File: src/rtl/fp_div_pkg.sv
// Shared types and constants for the single-precision divider/multiplier family.
package fp_div_pkg;

    localparam int unsigned EXP_BIAS = 127;
    localparam int unsigned EXP_MAX  = 255;
    localparam logic [31:0] QNAN     = 32'h7FC0_0000;

    typedef enum logic [1:0] {
        ST_IDLE,
        ST_MUL,
        ST_NORM,
        ST_DONE
    } state_t;

    typedef enum logic [1:0] {
        CLS_NORMAL,
        CLS_ZERO,
        CLS_INF,
        CLS_NAN
    } op_class_t;

    typedef struct packed {
        logic nan;
        logic neg_inf;
        logic pos_inf;
        logic pos_zero;
        logic neg_zero;
    } flags_t;

    function automatic flags_t inf_flags(input logic sign);
        flags_t f;
        f         = '0;
        f.neg_inf = sign;
        f.pos_inf = !sign;
        return f;
    endfunction

    function automatic flags_t zero_flags(input logic sign);
        flags_t f;
        f          = '0;
        f.neg_zero = sign;
        f.pos_zero = !sign;
        return f;
    endfunction

endpackage

File: src/rtl/fp_classify.sv
// Combinational IEEE-754 single classifier; denormals report as zero.
module fp_classify
    import fp_div_pkg::*;
(
    input  logic [31:0] word,
    output op_class_t   op_class_c,
    output logic        sign_c
);

    always_comb begin
        op_class_c = CLS_NORMAL;
        sign_c     = word[31];
        if (word[30:23] == 8'(EXP_MAX)) begin
            op_class_c = (word[22:0] != 23'd0) ? CLS_NAN : CLS_INF;
        end else if (word[30:23] == 8'd0) begin
            op_class_c = CLS_ZERO;
        end
    end

endmodule

File: src/rtl/fp_mult_seq.sv
// Sequential IEEE-754 single multiplier, MUL_STEP multiplier bits per cycle.
// Rounding: truncation by default, round-to-nearest-even when FP_MUL_RNE_EN is defined.
module fp_mult_seq
    import fp_div_pkg::*;
#(
    parameter int unsigned MUL_STEP = 1
) (
    input  logic        clk,
    input  logic        rst,
    input  logic        in_valid,
    output logic        in_ready,
    input  logic [31:0] a,
    input  logic [31:0] b,
    output logic        out_valid,
    input  logic        out_ready,
    output logic [31:0] out_product,
    output logic        NaN,
    output logic        neg_infinite,
    output logic        pos_infinite,
    output logic        pos_zero,
    output logic        neg_zero
);

    localparam int unsigned NUM_STEPS = 24 / MUL_STEP;
    localparam int unsigned SUM_W     = 48 + MUL_STEP;
    localparam int unsigned CNT_W     = 5;
    localparam logic signed [9:0] EXP_MAX_S = 10'(EXP_MAX);

    state_t            state;
    flags_t            flags_q;
    logic              sign_q;
    logic [23:0]       mcand;
    logic [23:0]       mplier;
    logic [47:0]       acc;
    logic [CNT_W-1:0]  cnt;
    logic signed [9:0] exp_sum;

    op_class_t class_a, class_b;
    logic      sign_a, sign_b;

    fp_classify u_class_a (.word(a), .op_class_c(class_a), .sign_c(sign_a));
    fp_classify u_class_b (.word(b), .op_class_c(class_b), .sign_c(sign_b));

    // Special-operand decode on the raw inputs, used only at acceptance.
    logic any_nan, any_inf, any_zero, res_nan, special, sign_ab;
    always_comb begin
        any_nan  = (class_a == CLS_NAN)  || (class_b == CLS_NAN);
        any_inf  = (class_a == CLS_INF)  || (class_b == CLS_INF);
        any_zero = (class_a == CLS_ZERO) || (class_b == CLS_ZERO);
        res_nan  = any_nan || (any_inf && any_zero);
        special  = any_nan || any_inf || any_zero;
        sign_ab  = sign_a ^ sign_b;
    end

    // One radix-2^MUL_STEP shift-add step; the accumulator shifts right as digits retire.
    logic [SUM_W-1:0] partial, step_sum;
    logic [47:0]      acc_next;
    always_comb begin
        partial  = SUM_W'(mcand) * SUM_W'(mplier[MUL_STEP-1:0]);
        step_sum = SUM_W'(acc) + (partial << 24);
        acc_next = 48'(step_sum >> MUL_STEP);
    end

    // Normalise, round and form the final exponent.
    logic [22:0]       norm_frac;
    logic signed [9:0] norm_exp;
    logic [23:0]       rnd_sum;
    logic signed [9:0] fin_exp;
`ifdef FP_MUL_RNE_EN
    logic round_up;
`endif
    always_comb begin
        if (acc[47]) begin
            norm_frac = acc[46:24];
            norm_exp  = exp_sum + 10'sd1;
        end else begin
            norm_frac = acc[45:23];
            norm_exp  = exp_sum;
        end
        rnd_sum = {1'b0, norm_frac};
`ifdef FP_MUL_RNE_EN
        if (acc[47]) begin
            round_up = acc[23] & ((|acc[22:0]) | norm_frac[0]);
        end else begin
            round_up = acc[22] & ((|acc[21:0]) | norm_frac[0]);
        end
        rnd_sum = {1'b0, norm_frac} + 24'(round_up);
`endif
        fin_exp = norm_exp + $signed({9'd0, rnd_sum[23]});
    end

    always_ff @(posedge clk) begin
        if (rst) begin
            state       <= ST_IDLE;
            in_ready    <= 1'b1;
            out_valid   <= 1'b0;
            out_product <= '0;
            flags_q     <= '0;
            sign_q      <= 1'b0;
            mcand       <= '0;
            mplier      <= '0;
            acc         <= '0;
            cnt         <= '0;
            exp_sum     <= '0;
        end else begin
            case (state)
                ST_IDLE: begin
                    if (in_valid && in_ready) begin
                        in_ready <= 1'b0;
                        sign_q   <= sign_ab;
                        if (special) begin
                            state <= ST_DONE;
                            if (res_nan) begin
                                out_product <= QNAN;
                                flags_q     <= '{nan: 1'b1, default: 1'b0};
                            end else if (any_inf) begin
                                out_product <= {sign_ab, 8'hFF, 23'd0};
                                flags_q     <= inf_flags(sign_ab);
                            end else begin
                                out_product <= {sign_ab, 31'd0};
                                flags_q     <= zero_flags(sign_ab);
                            end
                        end else begin
                            state   <= ST_MUL;
                            mcand   <= {1'b1, a[22:0]};
                            mplier  <= {1'b1, b[22:0]};
                            acc     <= '0;
                            cnt     <= '0;
                            exp_sum <= $signed({2'b00, a[30:23]}) + $signed({2'b00, b[30:23]})
                                       - $signed(10'(EXP_BIAS));
                        end
                    end
                end
                ST_MUL: begin
                    acc    <= acc_next;
                    mplier <= mplier >> MUL_STEP;
                    cnt    <= cnt + CNT_W'(1);
                    if (cnt == CNT_W'(NUM_STEPS - 1)) begin
                        state <= ST_NORM;
                    end
                end
                ST_NORM: begin
                    state <= ST_DONE;
                    if (fin_exp >= EXP_MAX_S) begin
                        out_product <= {sign_q, 8'hFF, 23'd0};
                        flags_q     <= inf_flags(sign_q);
                    end else if (fin_exp <= 10'sd0) begin
                        out_product <= {sign_q, 31'd0};
                        flags_q     <= zero_flags(sign_q);
                    end else begin
                        out_product <= {sign_q, fin_exp[7:0], rnd_sum[22:0]};
                        flags_q     <= '0;
                    end
                end
                ST_DONE: begin
                    // Result registers settle on entry; out_valid follows one cycle later.
                    if (!out_valid) begin
                        out_valid <= 1'b1;
                    end else if (out_ready) begin
                        out_valid <= 1'b0;
                        in_ready  <= 1'b1;
                        state     <= ST_IDLE;
                    end
                end
                default: state <= ST_IDLE;
            endcase
        end
    end

    assign NaN          = flags_q.nan;
    assign neg_infinite = flags_q.neg_inf;
    assign pos_infinite = flags_q.pos_inf;
    assign pos_zero     = flags_q.pos_zero;
    assign neg_zero     = flags_q.neg_zero;

endmodule

File: config.mk
export PLATFORM = sky130hd
export DESIGN_NAME = fp_mult_seq
export DESIGN_NICKNAME = d
export VERILOG_FILES = /design/src/rtl/fp_div_pkg.sv /design/src/rtl/fp_classify.sv /design/src/rtl/fp_mult_seq.sv
export SDC_FILE = /design/constraint.sdc
export NUM_CORES = 1
export LEC_CHECK = 0
export BUFFER_PORTS_ARGS = -buffer_cell sky130_fd_sc_hd__buf_2
export CORE_UTILIZATION = 39
export DETAILED_ROUTE_END_ITERATION = 10
export PLACE_DENSITY = 0.59
export SETUP_SLACK_MARGIN = 0.3
export SYNTH_ARGS = -nofsm -noshare
export SYNTH_HDL_FRONTEND = slang
export SYNTH_SLANG_ARGS = --single-unit
File: constraint.sdc
create_clock -name clk -period 3.9 [get_ports clk]
set_input_delay 0.39 -clock clk [delete_from_list [all_inputs] [get_ports clk]]
set_output_delay 0.39 -clock clk [all_outputs]
set_load 0.01 [all_outputs]
**Word-level counts from Yosys, hierarchy flattened**

Index checks and enable logic that the tools add are counted.

- Add/sub/neg operators: 5
- Multipliers: 1
- Div/mod/pow operators: 0
- Magnitude comparators: 2
- Equal/unequal tests: 18
- Shift operators: 0
- Mux-type cells: 43
- Bitwise operators: 2
- Reduce and logical (&&, ||, !) cells: 24

Operators with widths:

| operator | number |
|---|---|
| two-way mux 32 bit | 3 |
| two-way mux 48 bit | 2 |
| case mux 48 bit (2 select lines) | 1 |
| two-way mux 31 bit | 3 |
| case mux 32 bit (2 select lines) | 1 |
| adder 48 x 49 -> 49 bit | 1 |
| two-way mux 24 bit | 2 |
| case mux 24 bit (2 select lines) | 1 |
| nonzero test 23 bit | 2 |
| multiplier 24 x 1 -> 25 bit | 1 |
| two-way mux 5 bit | 5 |
| two-way mux 23 bit | 1 |
| case mux 5 bit (2 select lines) | 2 |
| == test 8 bit, second input constant | 2 |
| logical NOT 8 bit | 2 |
| two-way mux 2 bit | 8 |
| == test 2 bit, second input constant | 6 |
| inequality test 2 bit, second input constant | 6 |
| adder 10 x 2 -> 10 bit, second input constant | 1 |
| >= comparator 10 x 9 -> 1 bit, second input constant | 1 |
| <= comparator 10 x 1 -> 1 bit, second input constant | 1 |
| two-way mux 10 bit | 1 |
| subtractor 9 x 7 -> 10 bit, second input constant | 1 |
| adder 8 x 8 -> 9 bit | 1 |
| 17 further kinds | 40 |

- Register bits: 153
- Bits in latches: 0
- Memory bits (writable): 0
- Bits in read-only memories: 0
- Memories: 0

**Depth between registers and ports, before layout**

- Depth in word-level cells: 11
- Depth in mapped cells: 13

**Cells and area by module**

A second synthesis with hierarchy kept.

- Cells, all modules: 893
- Area total of the unflattened synthesis: 7,205.7 um^2

By module, submodules not included:

| module | times used | cells an instance | area an instance (um^2) | sequential area each (um^2) |
|---|---|---|---|---|
| fp_mult_seq | 1 | 861 | 6,995.5 | 2,602.5 |
| fp_classify | 2 | 16 | 105.1 | 0.0 |

**Worst setup path before layout**

OpenSTA, ideal clock, no wires.

- Kind: register to register
- Start point: reg mplier[0]
- End point: reg acc[47]
- Setup time: 0.070 ns
- Arrival: 2.675 ns
- Slack: 1.155 ns
- Cell stages (with the launch flop): 14
- Period minus slack after synthesis: 2.745 ns
- Cells stage by stage: dfxtp_1 -> clkbuf_1 -> and2_1 -> ha_1 -> inv_1 -> fa_1 -> nor2b_1 -> o31a_1 -> o21ai_0 -> a211oi_1 -> a31o_2 -> a21oi_1 -> or3_1 -> a21oi_1

- Cells in the longest elaborated chain, start to end: 3

Ends and longest elaborated chain:

| item | line | source |
|---|---|---|
| start: declaration | fp_mult_seq.sv:33 | `logic [23:0] mplier;` |
| start signal: assignment | fp_mult_seq.sv:126 | `mplier <= {1'b1, b[22:0]};` |
| start signal: assignment | fp_mult_seq.sv:136 | `mplier <= mplier >> MUL_STEP;` |
| multiplier 24 x 1 -> 25 bit | fp_mult_seq.sv:59 | `partial = SUM_W'(mcand) * SUM_W'(mplier[MUL_STEP-1:0]);` |
| adder 48 x 49 -> 49 bit | fp_mult_seq.sv:60 | `step_sum = SUM_W'(acc) + (partial << 24);` |
| case mux 48 bit (2 select lines) | fp_mult_seq.sv:106 | `case (state)` |
| end signal: assignment | fp_mult_seq.sv:135 | `acc <= acc_next;` |
| end: declaration | fp_mult_seq.sv:34 | `logic [47:0] acc;` |

Every way passes these cells.
A chain may end at the register's enable or synchronous reset.

**Worst setup path after layout**

Ends and elaborated chain as after synthesis.

==> impl_metrics.env <==
export IMPL_synth_cell_types=62
export IMPL_numPortBuffers=106
export IMPL_synth_top_flop_cell="dfxtp_1"
export IMPL_slew_headroom_pct=42.0
export IMPL_routedWlPerCell_um=14.9
export IMPL_diodes=0
export IMPL_worstPathRequired_ns=4.24
export IMPL_synthMostInstantiatedCell="nand2_1"
export IMPL_endpoint_kind="flip-flop"
export IMPL_cp_arrival_ns=3.48
export IMPL_hold_viol=0
export IMPL_grt_pass1_vias=6011
export IMPL_synthMuxAreaShare_pct=3.36
export IMPL_gp_congestion=0.926
export IMPL_p_leak_nw=3.47
export IMPL_synth_area_leader_cell="dfxtp_1"
export IMPL_yosysWarnings=0
export IMPL_synth_seq_cells=130
export IMPL_initial_utilization_pct=39.7
export IMPL_netlist_area_um2=7140
export IMPL_cp_slowest_stage_delay_ns=0.62
export IMPL_post_route_drc_count=0
export IMPL_drt_total_wl_um=18000
export IMPL_fin_util_pct=46.9
export IMPL_ys_seq_area_share_pct=36.5
export IMPL_critPathKind="reg -> reg"
export IMPL_fp_dieW_um=137
export IMPL_postSynthCellCount=879
export IMPL_num_vias=6474
export IMPL_synth_edf_count=0
export IMPL_cts_resized=0
export IMPL_yosys_top_cells_count="nand2_1 (133), dfxtp_1 (130), nor2_1 (81), a21oi_1 (71)"
export IMPL_drt_first_iter_violations=375
export IMPL_syn_to_final_growth_pct=17.9
export IMPL_slew_violations=0
export IMPL_cts_max_level=4
export IMPL_synthTopCellsByArea="dfxtp_1 (36%), ha_1 (7.9%), nand2_1 (7.0%), a21oi_1 (5.0%), nor2_1 (4.3%)"
export IMPL_synth_compound_area_share_pct=19.5
export IMPL_critPathBufInv=1
export IMPL_drt_first_pass_iters=7
export IMPL_dieArea_um2=18900
export IMPL_grt_overflow=0
export IMPL_finalSetupViolCount=0
export IMPL_yosys_area_share_simple_pct=23.4
export IMPL_vdd_drop_max_v=0.000444
export IMPL_path_clk_slew_ns=0.06
export IMPL_async_flop_share_pct=0
export IMPL_synth_fp_nets=994
export IMPL_clockBufferDepth=2
export IMPL_fin_worst_skew_ns=0.00821
export IMPL_tns_ns=0
export IMPL_fmax_mhz=318
export IMPL_grt_start_max_net_pins=53
export IMPL_path_cells="and2_1 -> ha_1 -> inv_1 -> fa_1 -> nor2b_1 -> o31a_1 -> o21ai_0 -> a211oi_1 -> a31o_2 -> a21oi_1 -> or3_1 -> a21oi_1"
export IMPL_root_buffer="clkbuf_16"
export IMPL_post_route_period_util_pct=80.6
export IMPL_clk_latency_ns=0.42
export IMPL_die_y_um=137
export IMPL_hold_slack_ns=0.224
export IMPL_postCtsHoldBufs=0
export IMPL_fp_coreArea_um2=18000
export IMPL_synth_xor_area_share_pct=4.91
export IMPL_worst_pin_slew_ns=0.868
export IMPL_grt_first_pass_wirelength_um=29400
export IMPL_hold_class="in -> reg"
export IMPL_boundaryPins=107
export IMPL_cts_sinks=130
export IMPL_synth_area_per_cell_um2=8.12
export IMPL_cp_slowest_cell="dfxtp_1"
export IMPL_critPathMaxFanout=16
export IMPL_synth_top_family_by_area="simple AND/OR/NAND/NOR gates"
export IMPL_tritoncts="built"
export IMPL_synth_adder_area_share_pct=8.45
export IMPL_final_nets=1083
export IMPL_period_minus_slack_ns=3.14
export IMPL_reg2reg_slack_ns=0.76
export IMPL_setup_worst_path_start_class="flip-flop"
export IMPL_outcome="complete, no violations"
export IMPL_cap_violations=0
export IMPL_cts_buffers=17
export IMPL_antenna_left=0
export IMPL_hpwl_um=13200
export IMPL_antenna_found_initial=0
export IMPL_grt_total_usage_pct=20.0
export IMPL_rsz0062_at_grt="false"
export IMPL_via_per_inst=5.35
export IMPL_synth_top_cell_area_share_pct=36.5
export IMPL_path_delay_family="compound AO/OA/AOI/OAI gates"
export IMPL_power_per_cell_area_nw_per_um2=538
export IMPL_num_rows=49
export IMPL_cpMostUsedCell="a21oi_1"
export IMPL_final_layout_size_suffix_gt1_share_pct=18.1
export IMPL_cts_setup_buffers=0
[placed cells by master (no fill, tap or decap), drive strengths merged, types with 5 or more instances in the layout]
master and instances:
nand2 134, or3 5, and2 25, xor2 17, o21ai 42, clkbuf 18
a31oi 8, xnor2 23, o22ai 26, mux2i 24, a22o 10, a21oi 72
nand3 16, a22oi 6, nor2 83, nand4 13, nor4 15, buf 115
dfxtp 130, ha 45, clkinv 7, nor3 47, a211oi 15, inv 22
a21o 11
[worst register-to-register path: cells and delay by family (launching register included)]
family	cells	cell delay, ns
and+or+nand+nor	3	0.69
AOI/OAI and AO/OA	6	1.14
buffers and inverters	1	0.06
adders and majority gates	2	0.58
DFF	1	0.62
[worst paths after layout]
path	from	end	cells past startpoint
min reg2reg	out_product[10]	out_product[10]	2
max reg2reg	mplier[0]	acc[47]	12
min	a[19]	mcand[19]	3
max	mplier[0]	acc[47]	12
[layer usage]
| layer | vias to the layer above | part of all wire, % | global-route usage (%) |
|---|---|---|---|
| met2 | 133 | 47 | 33.4 |
| met4 | 0 | 1.1 | 5.31 |
| met1 | 3001 | 47 | 25.6 |
| met5 | - | 0 | 0 |
| li1 | 3325 | - | - |
| met3 | 15 | 4.3 | 4.75 |
[logic make-up after synthesis]
| kind of cell | count (synthesis) |
|---|---|
| buffers and inverters | 66 |
| XOR/XNOR | 40 |
| multiplexers | 24 |
| AND/OR/NAND/NOR | 356 |
| AO/OA/AOI/OAI | 216 |
| flip-flops | 130 |
| adder cells (fa/ha/maj) | 47 |
[final cells by class]
cell class              instances  area [um^2]
clock buffers                  18          439
clock inverters                13          138
fillers                      1839         9540
inverters                      21         78.8
multi-input cells             683         4270
flip-flops and latches        130         2600
well taps                     229          287
repair buffers                115          601
[power by group]
group	switching (mW)	internal, mW	total (mW)	leakage [nW]
clock network	0.607	0.952	1.56	0.278
logic	0.792	0.482	1.27	2.14
registers	0.161	1.53	1.69	1.06
[registers in the layout, summed over array words and instances (netlist names)]
signal / flops
in_ready: 1
mcand: 24
mplier: 24
pos_zero: 1
cnt: 5
out_valid: 1
pos_infinite: 1
NaN: 1
state: 2
sign_q: 1
acc: 25
out_product: 32
neg_zero: 1
neg_infinite: 1
exp_sum: 10
[stage by stage]
stage / total power, mW / instance area (um^2) / instances / setup WS, ns
4_1_cts: 4.57 / 8420 / 1209 / 0.754
2_1_floorplan: 2.63 / 7140 / 879 / 1.15
3_5_place_dp: 3.00 / 7840 / 1178 / 0.776
3_3_place_gp: 2.98 / 7840 / 1178 / 0.937
5_1_grt: 4.81 / 8420 / 1209 / 0.404
6_report: 4.53 / 8420 / 1209 / 0.758
No activity file was read; power rests on OpenSTA's default activity.
